[src/rtl/pipelined_priority_arbiter.sv]
// pipelined_priority_arbiter: registered fixed/round-robin arbiter with a sticky grant
// and a valid/ready handshake toward a single downstream consumer.
module pipelined_priority_arbiter #(
    parameter int INPUT_WIDTH  = 8,
    parameter int OUTPUT_WIDTH = $clog2(INPUT_WIDTH)
) (
    input  logic                    clk,
    input  logic                    rst,
    input  logic [INPUT_WIDTH-1:0]  request,
    input  logic                    mode,
    input  logic                    grant_ready,
    output logic                    grant_valid,
    output logic [OUTPUT_WIDTH-1:0] grant_index,
    output logic [INPUT_WIDTH-1:0]  grant_onehot,
    output logic [OUTPUT_WIDTH-1:0] last_index
);
    typedef enum logic {IDLE, HOLD} state_t;

    state_t                  state_q, state_d;
    logic [OUTPUT_WIDTH-1:0] index_q, index_d, last_q, last_d;
    logic [INPUT_WIDTH-1:0]  onehot_q, onehot_d;
    logic [OUTPUT_WIDTH-1:0] ptr, win_fixed, win_rr, win;
    logic                    accept, open_w;
    int                      best_d;

    // Downward distance from the round-robin pointer; the pointer itself ranks last.
    function automatic int rr_dist(int p, int j);
        return (p + INPUT_WIDTH - 1 - j) % INPUT_WIDTH;
    endfunction

    assign accept = (state_q == HOLD) && grant_ready;
    assign open_w = (state_q == IDLE) || grant_ready;
    assign ptr    = accept ? index_q : last_q;
    assign win    = mode ? win_rr : win_fixed;

    always_comb begin
        win_fixed = '0;
        for (int j = 0; j < INPUT_WIDTH; j++)
            if (request[j]) win_fixed = OUTPUT_WIDTH'(j);
    end

    always_comb begin
        win_rr = '0;
        best_d = INPUT_WIDTH;
        for (int j = 0; j < INPUT_WIDTH; j++)
            if (request[j] && rr_dist(int'(ptr), j) < best_d) begin
                best_d = rr_dist(int'(ptr), j);
                win_rr = OUTPUT_WIDTH'(j);
            end
    end

    always_comb begin
        state_d  = state_q;
        index_d  = index_q;
        onehot_d = onehot_q;
        last_d   = accept ? index_q : last_q;
        if (open_w) begin
            state_d  = (|request) ? HOLD : IDLE;
            index_d  = (|request) ? win : index_q;
            onehot_d = (|request) ? (INPUT_WIDTH'(1) << win) : '0;
        end
    end

    always_ff @(posedge clk or posedge rst) begin
        if (rst) begin
            state_q  <= IDLE;
            index_q  <= '0;
            onehot_q <= '0;
            last_q   <= '0;
        end else begin
            state_q  <= state_d;
            index_q  <= index_d;
            onehot_q <= onehot_d;
            last_q   <= last_d;
        end
    end

    assign grant_valid  = (state_q == HOLD);
    assign grant_index  = index_q;
    assign grant_onehot = onehot_q;
    assign last_index   = last_q;
endmodule

[config.mk]
export PLATFORM = sky130hd
export DESIGN_NAME = pipelined_priority_arbiter
export DESIGN_NICKNAME = d
export VERILOG_FILES = /design/src/rtl/pipelined_priority_arbiter.sv
export SDC_FILE = /design/constraint.sdc
export NUM_CORES = 1
export LEC_CHECK = 0
export CAP_MARGIN = 10
export CORE_MARGIN = 4
export CORE_UTILIZATION = 33
export CTS_BUF_LIST = sky130_fd_sc_hd__clkbuf_4 sky130_fd_sc_hd__clkbuf_8
export DETAILED_ROUTE_END_ITERATION = 10
export HOLD_SLACK_MARGIN = 0.15
export PLACE_DENSITY_LB_ADDON = 0.15
export SLEW_MARGIN = 30
export SYNTH_ARGS = -nofsm -noshare
export SYNTH_HDL_FRONTEND = slang
export SYNTH_SLANG_ARGS = --single-unit
[constraint.sdc]
create_clock -name clk -period 13.6 [get_ports clk]
set_input_delay 2.72 -clock clk [delete_from_list [all_inputs] [get_ports clk]]
set_output_delay 2.72 -clock clk [all_outputs]
set_load 0.005 [all_outputs]
==> results.txt <==
Worst setup margin - 0.670 ns
Req. time, crit path - 13.74 ns
Dpl hpwl - 5.78 mm
Crit-path max cell delay - 0.48 ns
Total grt overflow - 0
Post-Syn Area per Cell - 7.69 um2
Final count of hold timing violations - 0
Pre-CTS WS - -0.241 ns
Largest net degree at the start of global routing - 17
WS Path Type - in -> reg
Total of warnings raised by yosys - 0
CTS hold repair buffers - 0
DIE HEIGHT - 91.8 um
Starting density of the core - 0.341
CTS Sinks - 15
Post-Synthesis Cells - 301
Layout Nets - 415
Area fraction of the dominant cell type after synthesis - 0.162
Slew @ Worst Pin - 0.720 ns
Sequential fraction of the synthesis area - 0.162
Top cells by area, synth - dfrtp_1 16%, ha_1 11%, nand2_1 6.8%
Hold crit path type - reg -> reg
GP Congestion - 0.920
Fraction of registers with async set/reset - 1.00
Clk Latency, worst-skew pair - 0.24 ns
Slew headroom - 0.519
Post-DRT Antenna Nets - 0
Fmax - 77.3 MHz
Ports - 27
Clk buf depth - 2
TritonCTS clock tree - done
Routed WL - 7.35 mm
Worst path slowest cell - or4bb_4
Crit end category - flop
Port Buf Inserts - 26
Clk_skew - 0.00154 ns
WL/cell - 15.4 um
Minimum clock period - 12.93 ns
Cell variety after synth - 70
Clk root buf - clkbuf_8
Row count - 30
P&R area growth vs syn - 42.2%
Outcome - completed
CP max FO - 5
Syn Std Cell Area - 0.00232 mm2
Vias - 2544
First drt pass iteration count - 5
Syn Nets - 334
Global-route wire length before repair - 11.9 mm
Worst path arrival time - 13.07 ns
ANT cells - 0
Most frequent cell after synthesis - nand2_1
GRT Util Overall - 0.168
Top FF cell, synth - dfrtp_1
Startpoint types - input port
Crit share post-route - 0.951
Register clock-pin slew on the reported worst setup and hold paths - 0.06 ns
Vias in the first global route - 2440
Core area - 0.00679 mm2
Post-synth EDFFs - 0
Post-synthesis register bit count - 15
Number of buffers created by CTS - 3
Die area - 0.00842 mm2
Max-cap violation count - 0
Final setup vio count - 0
Die width - 91.8 um
Via/cell ratio - 5.33
Pins Over Slew Limit - 0
Initial antenna violation count - 0
Yosys top cell by area - dfrtp_1
Most frequent CP cell - ha_1
1st-iter DRT viols - 150
Residual DRC - 0
Clock H-tree levels - 1
Share of layout cells above drive strength 1 - 0.302
Top post-synthesis cells by count - 42 x nand2_1, 29 x a21oi_1, 27 x nor2_1
metrics by stage:
step                       util  cells  hold WS [ns]  cell area [um2]  setup TNS [ns]
after floorplan               -    301         0.467             2330               0
after global placement    0.452    469         0.472             3070          -0.218
after detailed placement  0.452    469         0.463             3070           -1.55
after CTS                 0.460    473         0.483             3120         -0.0137
after global routing      0.485    477         0.515             3290         -0.0337
final                     0.485    477         0.480             3290               0
worst max-delay path, delay by kind of cell:
kind | cells | cell delay (ns)
AND/OR/NAND/NOR | 18 | 2.92
AO/OA/AOI/OAI | 26 | 4.23
XOR/XNOR | 1 | 0.13
adder cells (fa/ha/maj) | 8 | 2.20
multiplexers | 1 | 0.35
buffers and inverters | 4 | 0.52
cell usage in the layout, fill, tap and decap left out, drive strengths merged, types with 5 or more instances in the layout:
cell	Yosys	routed
inv	15	15
o31ai	8	8
clkbuf	5	5
o211ai	5	5
clkdlybuf4s50	0	25
a21oi	30	30
buf	4	59
a31oi	6	6
o21a	8	8
ha	21	21
mux2	6	6
o21ai	23	23
dfrtp	15	15
nor2b	5	5
o41ai	5	5
nand3	9	9
mux2i	7	7
nand2	42	42
nor3	7	7
nor2	27	27
state kept, by name (all words and copies together), names as in the netlist:
register      flops
grant_valid       1
grant_index       3
grant_onehot      8
last_index        3
path summary, 6_finish.rpt:
check                           cells after the start                        start  slack (ns)                     endpoint
worst max-delay path                               58                  grant_ready        0.67  grant_onehot[0]$_DFFE_PP0N_
worst min-delay path                                2  grant_onehot[6]$_DFFE_PP0N_        0.48  grant_onehot[6]$_DFFE_PP0N_
worst max register to register                     58      grant_valid$_DFFE_PP0N_        2.74  grant_onehot[0]$_DFFE_PP0N_
worst min register to register                      2  grant_onehot[6]$_DFFE_PP0N_        0.48  grant_onehot[6]$_DFFE_PP0N_
max in group asynchronous                           2                          rst       10.40  grant_onehot[7]$_DFFE_PP0N_
min in group asynchronous                           2                          rst        2.83  grant_onehot[2]$_DFFE_PP0N_
cell families (layout without fill, tap and decap cells):
| group | count (synthesis) | after routing | share of synthesized area |
|---|---|---|---|
| AO/OA/AOI/OAI | 115 | 115 | 0.372 |
| AND/OR/NAND/NOR | 109 | 109 | 0.234 |
| buffers and inverters | 26 | 106 | 0.0481 |
| adder cells (fa/ha/maj) | 21 | 21 | 0.113 |
| flip-flops | 15 | 15 | 0.162 |
| multiplexers | 13 | 13 | 0.0627 |
| XOR/XNOR | 2 | 2 | 0.00756 |
area by class of cell:
class	count	area, um2
Clock buffer	4	48.8
Fill cell	676	3500
Inverter	17	65.1
Multi-Input combinational cell	260	1980
Sequential cell	15	375
Tap cell	96	120
Timing Repair Buffer	85	702
timing repair:
| action | 4_1_cts | 5_1_grt |
|---|---|---|
| pin swaps | 0 | 6 |
| endpoints found under the setup margin | 7 | 11 |
| gates resized for setup | 1 | 31 |
| gates cloned | 0 | 0 |
| buffers inserted | 0 | 4 |
per-layer routing:
layer  GRT usage  up-vias  wire length (um)
li1            -     1297                 -
met1       0.234     1198              3600
met2       0.298       47              3570
met3      0.0107        2               165
met4     0.00743        0                19
met5           0        -                 0
Power is left out: the tool's default activity adds up to more than one toggle a clock period on the data nets, which glitch-free logic cannot reach.
